--- src/rtl/instruction_fetch_pkg.sv ---
// rtl/instruction_fetch_pkg.sv - shared widths and record types for the fetch stage
// Contents: INST_WIDTH/XLEN/PC_STEP constants, fetch_entry_t (buffered word + its pc),
// shadow_stage_t (one in-flight memory read slot).
package fetch_pkg;

  localparam int INST_WIDTH = 32;
  localparam int XLEN       = 32;
  localparam int PC_STEP    = 4;

  typedef struct packed {
    logic [INST_WIDTH-1:0] instruction;
    logic [XLEN-1:0]       pc;
  } fetch_entry_t;

  typedef struct packed {
    logic            valid;
    logic [XLEN-1:0] pc;
  } shadow_stage_t;

endpackage

--- src/rtl/instruction_fetch_if.sv ---
// rtl/instruction_fetch_if.sv - fetch stage bus: redirect, instruction memory and queue handshake
// master: the fetch stage (drives imem request and queue push side).
// slave : the environment (redirect source, memory, instruction queue).
interface instruction_fetch_if;
  import fetch_pkg::*;

  logic                  redirect_valid_in;
  logic [XLEN-1:0]       redirect_pc_in;
  logic                  imem_req_out;
  logic [XLEN-1:0]       imem_addr_out;
  logic [INST_WIDTH-1:0] imem_data_in;
  logic                  iq_ready_in;
  logic                  iq_valid_out;
  logic [INST_WIDTH-1:0] iq_instruction_out;
  logic [XLEN-1:0]       iq_pc_out;

  modport master (
    input  redirect_valid_in, redirect_pc_in,
    output imem_req_out, imem_addr_out,
    input  imem_data_in,
    input  iq_ready_in,
    output iq_valid_out, iq_instruction_out, iq_pc_out
  );

  modport slave (
    output redirect_valid_in, redirect_pc_in,
    input  imem_req_out, imem_addr_out,
    output imem_data_in,
    output iq_ready_in,
    input  iq_valid_out, iq_instruction_out, iq_pc_out
  );

endinterface

--- src/rtl/instruction_fetch_buffer.sv ---
// rtl/instruction_fetch_buffer.sv - response FIFO of fetch_entry_t with push/pop/flush/count
// Ports: clk_i, rst_i (sync, active-high), flush_i (drop all entries), push_i/push_entry_i,
// pop_i, head_o (oldest entry), empty_o, count_o (occupancy).
module fetch_buffer
  import fetch_pkg::*;
#(
  parameter int DEPTH = 4
) (
  input  logic                         clk_i,
  input  logic                         rst_i,
  input  logic                         flush_i,
  input  logic                         push_i,
  input  fetch_entry_t                 push_entry_i,
  input  logic                         pop_i,
  output fetch_entry_t                 head_o,
  output logic                         empty_o,
  output logic [$clog2(DEPTH+1)-1:0]   count_o
);

  localparam int PTR_W = (DEPTH > 1) ? $clog2(DEPTH) : 1;
  localparam int CNT_W = $clog2(DEPTH + 1);

  fetch_entry_t     mem_q [DEPTH];
  logic [PTR_W-1:0] wr_ptr_q, wr_ptr_d;
  logic [PTR_W-1:0] rd_ptr_q, rd_ptr_d;
  logic [CNT_W-1:0] count_q, count_d;
  logic             do_push, do_pop;

  function automatic logic [PTR_W-1:0] ptr_next(input logic [PTR_W-1:0] p);
    return (p == PTR_W'(DEPTH - 1)) ? '0 : p + 1'b1;
  endfunction

  // Flush wins over any concurrent push/pop.
  assign do_push = push_i && !flush_i;
  assign do_pop  = pop_i && !flush_i && (count_q != '0);

  always_comb begin
    wr_ptr_d = wr_ptr_q;
    rd_ptr_d = rd_ptr_q;
    count_d  = count_q + CNT_W'(do_push) - CNT_W'(do_pop);
    if (do_push) wr_ptr_d = ptr_next(wr_ptr_q);
    if (do_pop)  rd_ptr_d = ptr_next(rd_ptr_q);
    if (flush_i) begin
      wr_ptr_d = '0;
      rd_ptr_d = '0;
      count_d  = '0;
    end
  end

  always_ff @(posedge clk_i) begin
    if (rst_i) begin
      wr_ptr_q <= '0;
      rd_ptr_q <= '0;
      count_q  <= '0;
    end else begin
      wr_ptr_q <= wr_ptr_d;
      rd_ptr_q <= rd_ptr_d;
      count_q  <= count_d;
    end
  end

  // Storage needs no reset: occupancy alone decides what is visible.
  always_ff @(posedge clk_i) begin
    if (do_push && !rst_i) mem_q[wr_ptr_q] <= push_entry_i;
  end

  // The upstream credit rule must never let a push land in a full buffer
  // unless a pop frees a slot in the same cycle.
  always_ff @(posedge clk_i) begin
    if (!rst_i && do_push && !do_pop) assert (count_q != CNT_W'(DEPTH));
  end

  assign head_o  = mem_q[rd_ptr_q];
  assign empty_o = (count_q == '0);
  assign count_o = count_q;

endmodule

--- src/rtl/instruction_fetch.sv ---
// rtl/instruction_fetch.sv - fetch stage: PC, credit-limited imem issue, shadow pipeline, response buffer
// Ports: clk_in (rising edge), rst_in (sync, active-high), fetch_if (master modport:
// redirect in, imem request/data, instruction queue valid/ready with instruction and pc).
module instruction_fetch
  import fetch_pkg::*;
#(
  parameter logic [31:0] RESET_PC    = 32'h0000_0000,
  parameter int          MEM_LATENCY = 2,
  parameter int          BUF_DEPTH   = 4
) (
  input  logic                clk_in,
  input  logic                rst_in,
  instruction_fetch_if.master fetch_if
);

  localparam int BCNT_W = $clog2(BUF_DEPTH + 1);
  localparam int CRED_W = $clog2(BUF_DEPTH + MEM_LATENCY + 1);

  logic [XLEN-1:0] pc_q, pc_d;
  shadow_stage_t   shadow_q [MEM_LATENCY];
  shadow_stage_t   shadow_d [MEM_LATENCY];

  logic [BCNT_W-1:0] buf_count;
  logic              buf_empty;
  fetch_entry_t      buf_head;
  fetch_entry_t      push_entry;
  logic [CRED_W-1:0] credit;
  logic              redirect, issue, flush, push, pop, present;

  assign redirect = fetch_if.redirect_valid_in;
  assign flush    = rst_in || redirect;

  // Credit counts every word already owed to the buffer: reads still in the
  // memory pipe plus words sitting in the buffer.
  always_comb begin
    credit = CRED_W'(buf_count);
    for (int i = 0; i < MEM_LATENCY; i++) begin
      credit = credit + CRED_W'(shadow_q[i].valid);
    end
  end

  assign issue = !rst_in && !redirect && (credit < CRED_W'(BUF_DEPTH));

  // The last shadow stage lines up with the cycle its memory data returns.
  assign push       = shadow_q[MEM_LATENCY-1].valid;
  assign push_entry = '{instruction: fetch_if.imem_data_in, pc: shadow_q[MEM_LATENCY-1].pc};

  assign present = !buf_empty && !flush;
  assign pop     = present && fetch_if.iq_ready_in;

  always_comb begin
    pc_d        = pc_q;
    shadow_d[0] = '{valid: issue, pc: pc_q};
    for (int i = 1; i < MEM_LATENCY; i++) begin
      shadow_d[i] = shadow_q[i-1];
    end
    if (redirect) begin
      pc_d = {fetch_if.redirect_pc_in[XLEN-1:2], 2'b00};
      // Reads already in flight become stale; their data is dropped on return.
      for (int i = 0; i < MEM_LATENCY; i++) begin
        shadow_d[i].valid = 1'b0;
      end
    end else if (issue) begin
      pc_d = pc_q + XLEN'(PC_STEP);
    end
  end

  always_ff @(posedge clk_in) begin
    if (rst_in) begin
      pc_q <= RESET_PC;
      for (int i = 0; i < MEM_LATENCY; i++) begin
        shadow_q[i] <= '0;
      end
    end else begin
      pc_q     <= pc_d;
      shadow_q <= shadow_d;
    end
  end

  fetch_buffer #(
    .DEPTH(BUF_DEPTH)
  ) u_buffer (
    .clk_i        (clk_in),
    .rst_i        (rst_in),
    .flush_i      (flush),
    .push_i       (push),
    .push_entry_i (push_entry),
    .pop_i        (pop),
    .head_o       (buf_head),
    .empty_o      (buf_empty),
    .count_o      (buf_count)
  );

  assign fetch_if.imem_req_out       = issue;
  assign fetch_if.imem_addr_out      = pc_q;
  assign fetch_if.iq_valid_out       = present;
  assign fetch_if.iq_instruction_out = present ? buf_head.instruction : '0;
  assign fetch_if.iq_pc_out          = present ? buf_head.pc : '0;

endmodule
--- src/flat_wrapper.sv ---
// flat-port wrapper written by rule: the top's interface ports become plain ports
module instruction_fetch_flat import fetch_pkg::*;
#(
  parameter logic [31:0] RESET_PC    = 32'h0000_0000,
  parameter int          MEM_LATENCY = 2,
  parameter int          BUF_DEPTH   = 4
)
  (clk_in, rst_in, fetch_if_redirect_valid_in, fetch_if_redirect_pc_in, fetch_if_imem_req_out, fetch_if_imem_addr_out, fetch_if_imem_data_in, fetch_if_iq_ready_in, fetch_if_iq_valid_out, fetch_if_iq_instruction_out, fetch_if_iq_pc_out);
  instruction_fetch_if fetch_if_i ();
  input  logic clk_in;
  input  logic rst_in;
  input wire logic [$bits(fetch_if_i.redirect_valid_in)-1:0] fetch_if_redirect_valid_in;
  input wire logic [$bits(fetch_if_i.redirect_pc_in)-1:0] fetch_if_redirect_pc_in;
  output wire logic [$bits(fetch_if_i.imem_req_out)-1:0] fetch_if_imem_req_out;
  output wire logic [$bits(fetch_if_i.imem_addr_out)-1:0] fetch_if_imem_addr_out;
  input wire logic [$bits(fetch_if_i.imem_data_in)-1:0] fetch_if_imem_data_in;
  input wire logic [$bits(fetch_if_i.iq_ready_in)-1:0] fetch_if_iq_ready_in;
  output wire logic [$bits(fetch_if_i.iq_valid_out)-1:0] fetch_if_iq_valid_out;
  output wire logic [$bits(fetch_if_i.iq_instruction_out)-1:0] fetch_if_iq_instruction_out;
  output wire logic [$bits(fetch_if_i.iq_pc_out)-1:0] fetch_if_iq_pc_out;
  assign fetch_if_i.redirect_valid_in = fetch_if_redirect_valid_in;
  assign fetch_if_i.redirect_pc_in = fetch_if_redirect_pc_in;
  assign fetch_if_imem_req_out = fetch_if_i.imem_req_out;
  assign fetch_if_imem_addr_out = fetch_if_i.imem_addr_out;
  assign fetch_if_i.imem_data_in = fetch_if_imem_data_in;
  assign fetch_if_i.iq_ready_in = fetch_if_iq_ready_in;
  assign fetch_if_iq_valid_out = fetch_if_i.iq_valid_out;
  assign fetch_if_iq_instruction_out = fetch_if_i.iq_instruction_out;
  assign fetch_if_iq_pc_out = fetch_if_i.iq_pc_out;
  instruction_fetch #(.RESET_PC(RESET_PC), .MEM_LATENCY(MEM_LATENCY), .BUF_DEPTH(BUF_DEPTH)) u_core (.clk_in(clk_in), .rst_in(rst_in), .fetch_if(fetch_if_i));
endmodule
--- config.mk ---
export PLATFORM = sky130hd
export DESIGN_NAME = instruction_fetch_flat
export DESIGN_NICKNAME = d
export VERILOG_FILES = /design/src/rtl/instruction_fetch_pkg.sv /design/src/rtl/instruction_fetch_if.sv /design/src/rtl/instruction_fetch_buffer.sv /design/src/rtl/instruction_fetch.sv /design/src/flat_wrapper.sv
export SDC_FILE = /design/constraint.sdc
export NUM_CORES = 1
export LEC_CHECK = 0
export BUFFER_PORTS_ARGS = -buffer_cell sky130_fd_sc_hd__buf_2
export CORE_ASPECT_RATIO = 0.7
export CORE_MARGIN = 2
export CORE_UTILIZATION = 40
export CTS_CLUSTER_DIAMETER = 80
export DETAILED_ROUTE_END_ITERATION = 16
export PLACE_DENSITY = 0.7
export SLEW_MARGIN = 5
export SYNTH_ARGS = -nofsm -noshare
export SYNTH_HDL_FRONTEND = slang
export SYNTH_SLANG_ARGS = --single-unit
--- constraint.sdc ---
create_clock -name clk_in -period 2.6 [get_ports clk_in]
set_input_delay 0.13 -clock clk_in [delete_from_list [all_inputs] [get_ports clk_in]]
set_output_delay 0.13 -clock clk_in [all_outputs]
set_load 0.005 [all_outputs]
==> results.sh <==
export IMPL_outcome="finished clean"
export IMPL_ys_types=50
export IMPL_worst_pin_slew_ps=1020
export IMPL_p_clk_share_pct=42.3
export IMPL_die_x_um=225
export IMPL_hpwl_mm=18.8
export IMPL_cp_start_kind="register"
export IMPL_fin_skew_ps=25.7
export IMPL_period_needed_ps=2410
export IMPL_timing_final_hold_violations=0
export IMPL_layout_nets=1147
export IMPL_seq_area_frac_synth_pct=69.2
export IMPL_hold_path_class="in2reg"
export IMPL_vias=8034
export IMPL_cts_sinks=349
export IMPL_worstPathArrival_ps=2280
export IMPL_yosys_warnings=0
export IMPL_hold_ws_ps=127
export IMPL_cp_end_kind="output pin"
export IMPL_placementRows=56
export IMPL_syn_avg_cell_area_um2=15.8
export IMPL_grt_start_max_net_pins=94
export IMPL_path_cells="ha_1 > a21o_1 > a22o_2 > buf_4 > nor2_1 > buf_2"
export IMPL_power_share_switching_pct=20.6
export IMPL_start_util_pct=40.8
export IMPL_grt_pass1_vias=8197
export IMPL_fin_tns_setup_ps=0
export IMPL_ios=166
export IMPL_synth_top_area_share_pct=54.4
export IMPL_core_um2=33600
export IMPL_drv_cap=0
export IMPL_cpPeakStageDelay_ps=400
export IMPL_dr_pass1_iters=5
export IMPL_setup_violations=0
export IMPL_grt_overflow=0
export IMPL_internal_power_uw=8960
export IMPL_period_share_pct=92.7
export IMPL_drive_above_1_share_pct=28.9
export IMPL_finish_instance_area_um2=16600
export IMPL_antenna_cells=0
export IMPL_p_comb_share_pct=3.7
export IMPL_num_fill_cells=2844
export IMPL_postLayoutSetupSlackWorst_ps=191
export IMPL_placed_area_um2=14900
export IMPL_grt_pass1_wl_mm=47.9
export IMPL_place_ws_ps=322
export IMPL_syn2layout_area_growth_pct=21.6
export IMPL_peakVddDrop_mv=0.498
export IMPL_p_switching_uw=2320
export IMPL_synth_area_top_cells="edfxtp_1, dfxtp_1, mux4_2"
export IMPL_pwr_share_seq_pct=53.9
export IMPL_critical_path_required_ps=2470
export IMPL_p_total_uw=11300
export IMPL_power_density_nw_per_um2=678
export IMPL_synth_edf_count=248
export IMPL_cts_root_buf="clkbuf_16"
export IMPL_drc=0
export IMPL_vias_per_cell=5.25
export IMPL_ys_flop_type="edfxtp_1"
export IMPL_clk_latency_ps=520
export IMPL_drt_iter0_drc=491
export IMPL_dieArea_um2=35700
export IMPL_clock_path_buffers=3
export IMPL_maxSlewViolCount=0
export IMPL_finalWeightedCongestion=0.766
export IMPL_netlist_area_um2=13700
export IMPL_cts_buffers=35
export IMPL_critPathKind="reg2out"
export IMPL_slew_headroom_pct=31.8
export IMPL_htreeDepth=2
export IMPL_wl_mm=30.9
export IMPL_path_max_fanout=21
export IMPL_rsz0062_at_grt="false"
export IMPL_cpMaxStageDelayCell="a22o_2"
export IMPL_antenna_found_initial=0
export IMPL_path_clk_slew_ps=60
export IMPL_leakage_uw=0.00616
export IMPL_fmax_mhz=415
export IMPL_netlist_top_cell_by_area="edfxtp_1"
export IMPL_grt_usage_pct=17.4
export IMPL_ys_ff_latch=349
export IMPL_postRouteAntennaNets=0
export IMPL_cts_tree="built"
export IMPL_die_h_um=159
export IMPL_synthArstFlopShare_pct=0
export IMPL_wire_per_inst_um=20.2
export IMPL_portBuffers=159
export IMPL_syn_instance_count=865
[state kept, by name (all words and copies together) (netlist names), named ones only]
| signal | flops |
|---|---|
| u_core.fetch_if.imem_addr_out | 30 |
| u_core.u_buffer.mem_q | 248 |
| u_core.push | 1 |
| u_core.push_entry | 30 |
| u_core.u_buffer.rd_ptr_q | 2 |
| u_core.shadow_d | 30 |
| u_core.u_buffer.wr_ptr_q | 2 |
| u_core.shadow_q | 1 |
| u_core.u_buffer.count_o | 3 |
[through the flow]
stage | std cells | util (%)
floorplan | 868 | -
global placement | 1403 | 44.4
detailed placement | 1403 | 44.4
CTS | 1530 | 49.6
global route | 1530 | 49.6
finish | 1530 | 49.6
[synth_stat cells, types with 3 or more instances]
library cell,n
dfxtp_1,101
a2111oi_0,3
inv_1,8
xnor2_1,3
a311oi_1,16
nor4_1,13
edfxtp_1,248
nand4_1,3
o31a_1,4
and2_1,4
or3_1,15
buf_2,6
nor2b_1,67
o21ai_0,8
ha_1,8
nor2_1,45
mux4_2,62
and3_1,67
o41a_1,8
or4_1,10
buf_4,34
nand3_1,14
nand2_1,20
a2111oi_1,6
buf_1,3
clkbuf_1,45
o31ai_1,10
or2_2,4
[power by group through the flow]
stage          logic (uW)  registers, uW  clock network, uW
3_5_place_dp          346           6200                  0
6_report              422           6080               4780
4_1_cts               423           6080               4900
3_3_place_gp          341           6200                  0
5_1_grt               465           6090               5130
2_1_floorplan         212           6180                  0
[worst max-delay path, delay by kind of cell (launching register included)]
| family | cells | cell delay, ps |
|---|---|---|
| AND/OR/NAND/NOR | 1 | 170 |
| AO/OA/AOI/OAI | 2 | 580 |
| flip-flops | 1 | 310 |
| buffers and inverters | 2 | 400 |
| adder cells (fa/ha/maj) | 1 | 300 |
[repair_timing]
item | CTS | global route
resized for setup | 1 | 0
endpoints found under the setup margin | 1 | 0
setup buffers | 0 | 0
hold endpoints to repair | 163 | 0
hold buffers | 65 | 0
[cells in the final DEF (no fill, tap or decap), types with 10 or more instances in the layout]
cell type and count:
clkbuf_1 10, mux4_2 62, dfxtp_1 99, edfxtp_1 248
clkbuf_16 35, dlygate4sd3_1 65, or4_1 10, o31ai_1 10
nor2b_1 67, a311oi_1 16, nor2_1 44, or3_1 14
nor4_1 13, nand3_1 14, buf_4 25, nand2_1 20
and3_1 63, buf_2 158
[cells by family after synthesis]
| group | synth area share [%] |
|---|---|
| xor gates and xnor gates | 0.192 |
| AOI/OAI and AO/OA | 4.19 |
| other | 0.0274 |
| adders and majority gates | 0.878 |
| muxes | 10.4 |
| and+or+nand+nor | 11.4 |
| buffers and inverters | 3.73 |
| DFF | 69.2 |
[worst paths after layout]
check	startpoint	endpoint	slack (ps)	depth (start not counted)
max reg2reg	u_core.push	u_core.fetch_if.imem_addr_out[17]	310	5
min	fetch_if_redirect_valid_in	register	130	5
max	u_core.push	fetch_if_imem_req_out	190	6
min reg2reg	u_core.shadow_d[22]	u_core.push_entry[22]	440	1
[routing by layer]
layer | global-route usage, % | share of wire, %
met2 | 26.9 | 46
met4 | 4.00 | 1.4
met1 | 25.3 | 47
met3 | 3.39 | 5.8
met5 | 0 | 0
[area by class of cell]
type	instances	area, um2	share of cell area, %
Clock buffer	50	982	5.90
Inverter	9	33.8	0.203
Clock inverter	12	109	0.654
Tap cell	435	544	3.27
Multi-Input combinational cell	421	3740	22.5
Sequential cell	349	9480	57.0
Timing Repair Buffer	254	1750	10.5
Note: power is estimated with default switching activity, not from simulation.
